## src/rtl/byte_pkg.sv

```systemverilog
// byte_pkg: shared byte type, byte width and collector state encoding
package byte_pkg;
  typedef logic [7:0] byte_t;
  localparam int BYTE_BITS = 8;
  typedef enum logic {IDLE, COLLECT} coll_state_t;
endpackage

```

## src/rtl/byte_fifo.sv

```systemverilog
// byte_fifo: show-ahead byte FIFO that accepts a push into a full buffer only when a pop frees a slot that cycle
module byte_fifo #(
  parameter int DEPTH = 4
) (
  input  logic                       clk,
  input  logic                       rst_n,
  input  logic                       i_push,
  input  byte_pkg::byte_t            i_data,
  input  logic                       i_ready,
  output logic                       o_valid,
  output byte_pkg::byte_t            o_data,
  output logic [$clog2(DEPTH+1)-1:0] o_count,
  output logic                       o_drop
);
  import byte_pkg::*;
  localparam int AW = $clog2(DEPTH);
  localparam int CW = $clog2(DEPTH+1);
  byte_t r_mem [DEPTH];
  logic [AW-1:0] r_wr, r_rd;
  logic [CW-1:0] r_count;
  logic w_full, w_pop, w_wr;
  assign w_full  = r_count == CW'(DEPTH);
  assign o_valid = r_count != '0;
  assign w_pop   = o_valid & i_ready;
  assign w_wr    = i_push & (!w_full | w_pop);
  assign o_drop  = i_push & w_full & !w_pop;
  assign o_data  = r_mem[r_rd];
  assign o_count = r_count;
  always_ff @(posedge clk or negedge rst_n) begin
    if (!rst_n) begin
      for (int i = 0; i < DEPTH; i++) r_mem[i] <= '0;
      r_wr    <= '0;
      r_rd    <= '0;
      r_count <= '0;
    end else begin
      if (w_wr) begin
        r_mem[r_wr] <= i_data;
        r_wr        <= r_wr + 1'b1;
      end
      if (w_pop) r_rd <= r_rd + 1'b1;
      r_count <= r_count + CW'(w_wr) - CW'(w_pop);
    end
  end
endmodule

```

## src/rtl/byte_assembler.sv

```systemverilog
// byte_assembler: collects a qualified serial bit stream into bytes and buffers them for a valid/ready consumer
module byte_assembler #(
  parameter int FIFO_DEPTH = 4,
  parameter bit MSB_FIRST  = 1
) (
  input  logic                            clk,
  input  logic                            rst_n,
  input  logic                            bit_valid,
  input  logic                            bit_in,
  input  logic                            frame_start,
  output logic                            out_valid,
  input  logic                            out_ready,
  output byte_pkg::byte_t                 out_data,
  output logic                            overflow,
  output logic [$clog2(FIFO_DEPTH+1)-1:0] fill_level
);
  import byte_pkg::*;
  localparam int CNT_W = $clog2(BYTE_BITS);
  coll_state_t r_state, w_state_nxt;
  logic [CNT_W-1:0] r_cnt, w_cnt_base, w_cnt_nxt;
  byte_t r_shift, w_shift_base, w_shift_nxt;
  logic w_push, w_drop, r_overflow;
  always_comb begin
    w_cnt_base   = (frame_start || r_state == IDLE) ? '0 : r_cnt;
    w_shift_base = (frame_start || r_state == IDLE) ? '0 : r_shift;
    w_shift_nxt  = !bit_valid ? w_shift_base :
                   MSB_FIRST  ? {w_shift_base[6:0], bit_in} : {bit_in, w_shift_base[7:1]};
    w_cnt_nxt    = w_cnt_base + CNT_W'(bit_valid);
    w_push       = bit_valid & (w_cnt_base == CNT_W'(BYTE_BITS-1));
    w_state_nxt  = (w_cnt_nxt != '0) ? COLLECT : IDLE;
  end
  always_ff @(posedge clk or negedge rst_n) begin
    if (!rst_n) begin
      r_state    <= IDLE;
      r_cnt      <= '0;
      r_shift    <= '0;
      r_overflow <= 1'b0;
    end else begin
      r_state    <= w_state_nxt;
      r_cnt      <= w_cnt_nxt;
      r_shift    <= w_shift_nxt;
      r_overflow <= w_drop;
    end
  end
  byte_fifo #(.DEPTH(FIFO_DEPTH)) u_fifo (
    .clk     (clk),
    .rst_n   (rst_n),
    .i_push  (w_push),
    .i_data  (w_shift_nxt),
    .i_ready (out_ready),
    .o_valid (out_valid),
    .o_data  (out_data),
    .o_count (fill_level),
    .o_drop  (w_drop)
  );
  assign overflow = r_overflow;
endmodule

```

## config.mk

```make
export PLATFORM = sky130hd
export DESIGN_NAME = byte_assembler
export DESIGN_NICKNAME = d
export VERILOG_FILES = /design/src/rtl/byte_pkg.sv /design/src/rtl/byte_fifo.sv /design/src/rtl/byte_assembler.sv
export SDC_FILE = /design/constraint.sdc
export NUM_CORES = 1
export LEC_CHECK = 0
export BUFFER_PORTS_ARGS = -buffer_cell sky130_fd_sc_hd__buf_2
export CAP_MARGIN = 20
export CORE_MARGIN = 2
export CORE_UTILIZATION = 48
export CTS_CLUSTER_SIZE = 14
export DETAILED_ROUTE_END_ITERATION = 7
export PLACE_DENSITY = 0.67
export SYNTH_ARGS = -nofsm -noshare
export SYNTH_HDL_FRONTEND = slang
export SYNTH_SLANG_ARGS = --single-unit
export TNS_END_PERCENT = 1
```

## constraint.sdc

```tcl
create_clock -name clk -period 2.2 [get_ports clk]
set_input_delay 0.33 -clock clk [delete_from_list [all_inputs] [get_ports clk]]
set_output_delay 0.33 -clock clk [all_outputs]
set_load 0.02 [all_outputs]
```

Yosys cells after proc, flatten, opt, wreduce, memory -nomap -nowiden. Cells that the tools add are included.

Bitwise gates (word level): 9. Reductions and logical operators: 6. $lt $le $gt $ge: 3. Eq/ne operators: 2. Add/sub/neg operators: 5. Multiplexer cells: 10.

Operators with widths (count): $mux 8 (5); $bwmux 32 (1); $bmux 8 s2 (1); $demux 8 s2 (1); $add 3x1->3 (2); $eq 3x3->1 const B (2); $ge 3x3->1 const B (2); $not 2->3 (2); $reduce_bool 3->1 (2); $and 1x1->1 (5); $add 2x1->2 const B (2); $lt 3x1->1 const B (1); $mux 3 (1); $sub 3x1->3 (1); $logic_not 1->1 (2); $logic_and 1x1->1 (1); $logic_or 1x1->1 (1); $mux 1 (1); $not 1->1 (1); $or 1x1->1 (1).

Logic and storage cells: 46. Output and inout port bits: 13. Bits in registers: 52. Input bits: 6.

Logic depth before layout (Yosys ltp).
Word-level depth: 8. Depth in mapped cells: 9. Mapped depth without buffers: 7.

Modules after synthesis. Synthesis repeated with hierarchy kept, for this count alone.

Cells, all modules: 159. Area total of the unflattened synthesis: 2349.8 um^2.

By module, submodules not included: byte_fifo (seq. area each 975.9 um^2, instances 1, area each 1795.5 um^2, cells an instance 113); byte_assembler (seq. area each 325.3 um^2, instances 1, area each 554.3 um^2, cells an instance 46).

Worst setup path after synthesis. No wires, ideal clock.

Path type: register -> register. Start point: reg u_fifo.r_count[0] (netlist: u_fifo.o_count[0]). End point: reg u_fifo.r_count[2] (netlist: u_fifo.o_count[2]). Setup time: 123 ps. Period minus slack after synthesis: 2293 ps. Setup slack: -93 ps. Arrival time: 2170 ps. Stages on the path, launching flop included: 9. Path through: dfrtp_1 > or4b_1 > buf_6 > nand3_1 > inv_1 > ha_1 > fa_1 > xnor2_1 > xnor2_1.

Longest elaborated chain between the ends: 6.

Ends and longest elaborated chain: from (decl) (RTL line byte_fifo.sv:20) `logic [CW-1:0] r_count;`; from (signal assigned) (RTL line byte_fifo.sv:41) `r_count <= r_count + CW'(w_wr) - CW'(w_pop);`; $eq 3x3->1 or $reduce_bool 3->1 (tied branches) (RTL line byte_fifo.sv:22, byte_fifo.sv:23); $logic_not 1->1 or $and 1x1->1 (tied branches) (RTL line byte_fifo.sv:25, byte_fifo.sv:24); $or 1x1->1 * (RTL line byte_fifo.sv:25) `assign w_wr = i_push & (!w_full | w_pop);`; $and 1x1->1 * (RTL line byte_fifo.sv:25); via u_fifo.w_wr (RTL line byte_fifo.sv:21) `logic w_full, w_pop, w_wr;`; $add 3x1->3 * (RTL line byte_fifo.sv:41); $sub 3x1->3 * (RTL line byte_fifo.sv:41).

The timed path passes the listed nets; every way through them passes the cells marked *. A chain may end at the register's enable or synchronous reset.

Worst setup path after layout.
Start point: reg u_fifo.r_count[1] (netlist: u_fifo.o_count[1]). End point: reg u_fifo.r_count[2] (netlist: u_fifo.o_count[2]).

Same word-level chain as after synthesis.

==> flow_summary_export.csv <==
group,metric,value,unit
outcome,status,"finished, final reports clean",
setup_path,path_delay_family,"simple AND/OR/NAND/NOR gates",
clock_tree,clockBufferDepth,2,
final_layout,multi_input_area,1010,µm²
synthesis,async_flop_share,100,%
synthesis,synth_ff_type,"dfrtp_1",
final_layout,seq_area,1300,µm²
setup_path,crit_path_frequent_cell,"xnor2_1",
sta,slew_headroom,58.8,%
setup_path,cp_num_buf_inv,1,
setup_path,cp.required,2.44,ns
sta,fmax,479,MHz
setup_path,crit_start,"u_fifo.o_count[1]",
sta,post-route-period-util,94.9,%
setup_path,start_kind,"flop",
synthesis,synth_sequential_area_ratio,54.6,%
setup_path,slowest_stage,"or4b_1",
synthesis,synth_top_cell_area_share,54.6,%
clock_tree,clk_pin_slew,0.10,ns
route,wl,4140,µm
floorplan,die_h,74.5,µm
synthesis,netlist_area,2380,µm²
final_layout,n_antenna_cell,0,
setup_path,cp_data_arrival_time,2.33,ns
route,final_antenna_net_count,0,
floorplan,initial_core_util,50.2,%
route,num_vias,1298,
place,portBuffers,18,
place,routabilityCongestion,0.734,
global_routing,grt_pass1_wl,6820,µm
setup_path,cp_max_fo,5,
setup_path,crit_chain,"or4b_1 > nand3_2 > inv_1 > ha_1 > fa_2 > xnor2_1 > xnor2_1",
synthesis,yosys_register_bits,52,
synthesis,synthDistinctLibCells,28,
global_routing,grt_max_degree,29,
clock_tree,cts_setup_buffers,0,
sta,rsz0062_at_grt,"no",
clock_tree,htreeDepth,2,
clock_tree,cts_resized,0,
clock_tree,cts_tree,"yes",
floorplan,die_w,74.5,µm
pwr,cellLeakagePower,0.00132,µW
final_layout,layout-drive-gt1-share,44.0,%
setup_path,critPathKind,"flop to flop",
synthesis,ys_top_cells_by_area,"dfrtp_1, mux2_2, mux4_2, ha_1, nand4_4",
synthesis,synth_cells,157,
synthesis,syn_nets,172,
route,vias_per_cell,5.21,
final_layout,final_common_cell,"dfrtp_1",
clock_tree,clk_latency,0.31,ns
floorplan,ioPinCount,19,
sta,min_period,2.09,ns
final_layout,fin_util,55.8,%
setup_path,reg2reg_from,"u_fifo.o_count[1]",
synthesis,synth_warnings,0,
final_layout,fillCellCount,409,
pwr,p_total,2100,µW
clock_tree,numCtsBuffers,5,
sta,finalSetupViolCount,0,
synthesis,syn_area_per_cell,15.2,µm²
synthesis,synth-edff-count,0,
worst_hold_path,hp-class,"input pin to asynchronous set/reset pin",
clock_tree,cts_sinks,52,
global_routing,grt_pass1_vias,1382,
place,dp_hpwl,3010,µm
global_routing,grt_antenna_before_repair,0,
global_routing,grt_use_total,17.0,%
final_layout,fin_nets,196,
global_routing,grt-ovfl-total,0,
route,drc,0,
synthesis,synth.largest_area_cell,"dfrtp_1",
sta,slew_violations,0,
route,wl_per_cell,16.6,µm
setup_path,endpoint_kind,"flop",
route,drt-pass1-iter-count,4,
sta,whs,0.0237,ns
route,drtIter0Drc,35,
sta,finClkSkew,0.0146,ns
sta,tightest_slew,0.618,ns
floorplan,dieArea,5550,µm²
run,maxCapViolCount,0,
final_layout,mostFrequentLayoutCells,"dfrtp_1, mux2_2, buf_2",
floorplan,fp.coreArea,4750,µm²
setup_path,rrSetupSlack,0.11,ns
pwr,power-per-cell-area,789,nW/µm²
clock_tree,holdBufCountCts,0,
setup_path,cp_slowest_stage_delay,0.56,ns
floorplan,rows,25,
pwr,irDropWorstVdd,0.000360,V
sta,hold_violations,0,
clock_tree,cts_root_buf,"clkbuf_8",
final_layout,syn_to_final_growth,11.3,%
sta,tns,0,ns
-- kinds of logic (layout without fill, tap and decap cells) --
family | after synthesis | in the layout | share of synthesized area, %
AO/OA/AOI/OAI | 2 | 2 | 0.629
XOR/XNOR | 6 | 6 | 2.20
adder cells (fa/ha/maj) | 9 | 9 | 5.04
buffers and inverters | 15 | 40 | 3.36
flip-flops | 52 | 52 | 54.6
multiplexers | 48 | 48 | 26.1
AND/OR/NAND/NOR | 25 | 25 | 8.13
-- per-stage QoR --
| stage | cells | worst slack, ns | cell area [µm²] |
|---|---|---|---|
| after floorplan | 157 | 0.0374 | 2390 |
| after global routing | 249 | 0.0110 | 2660 |
| after CTS | 249 | 0.103 | 2660 |
| after detailed placement | 241 | 0.0945 | 2560 |
| after global placement | 241 | 0.140 | 2560 |
| final | 249 | 0.112 | 2660 |
-- metal layers --
metal / share of wire [%] / GRT usage (%) / up-vias / wire length, µm
met2: 51 / 28.1 / 20 / 2100
met1: 44 / 22.0 / 669 / 1810
met5: 0 / 0 / - / 0
met3: 4.3 / 5.15 / 6 / 176
li1: - / - / 603 / -
met4: 1.3 / 4.76 / 0 / 52
-- worst paths after layout --
check                                    end  cells after the start
setup / recovery           u_fifo.o_count[2]                      7
hold reg to reg             u_fifo.r_mem[24]                      1
max in group asynchronous         r_shift[3]                      2
min in group clk                    r_cnt[2]                      3
setup reg to reg           u_fifo.o_count[2]                      7
hold / removal                u_fifo.r_wr[1]                      1
-- cell type report --
| cell class | instances | share of cell area (%) |
|---|---|---|
| repair buffers | 24 | 5.09 |
| well taps | 67 | 3.16 |
| clock buffers | 5 | 2.59 |
| flip-flops and latches | 52 | 49.1 |
| clock inverters | 3 | 0.848 |
| inverters | 8 | 1.13 |
| multi-input cells | 90 | 38.1 |
-- state kept, by name (all words and copies together) (netlist names) --
register / count
u_fifo.r_wr: 2
u_fifo.o_count: 3
overflow: 1
r_cnt: 3
r_shift: 8
u_fifo.r_rd: 2
u_fifo.r_mem: 32
r_state: 1
-- where the power goes --
group	internal (µW)	switching (µW)	total [µW]
logic	207	238	445
clock network	228	317	545
registers	1020	85.5	1110
total	1460	640	2100
-- worst register-to-register path, delay by kind of cell, from the launching register on --
family	cells	cell delay, ns
xor gates and xnor gates	2	0.30
buffers and inverters	1	0.06
and+or+nand+nor	2	0.68
adders and majority gates	2	0.53
DFF	1	0.44
-- cells in the mapped netlist (2+ instances only) --
master,instances
mux2i_1,7
mux2_2,30
nor2_1,9
buf_4,2
nand2_1,3
inv_1,8
nand2b_1,2
ha_1,8
buf_6,2
dfrtp_1,52
xnor2_1,5
mux2_1,3
mux4_2,8
nand4_4,4
Power figures use the tool's default switching activity.
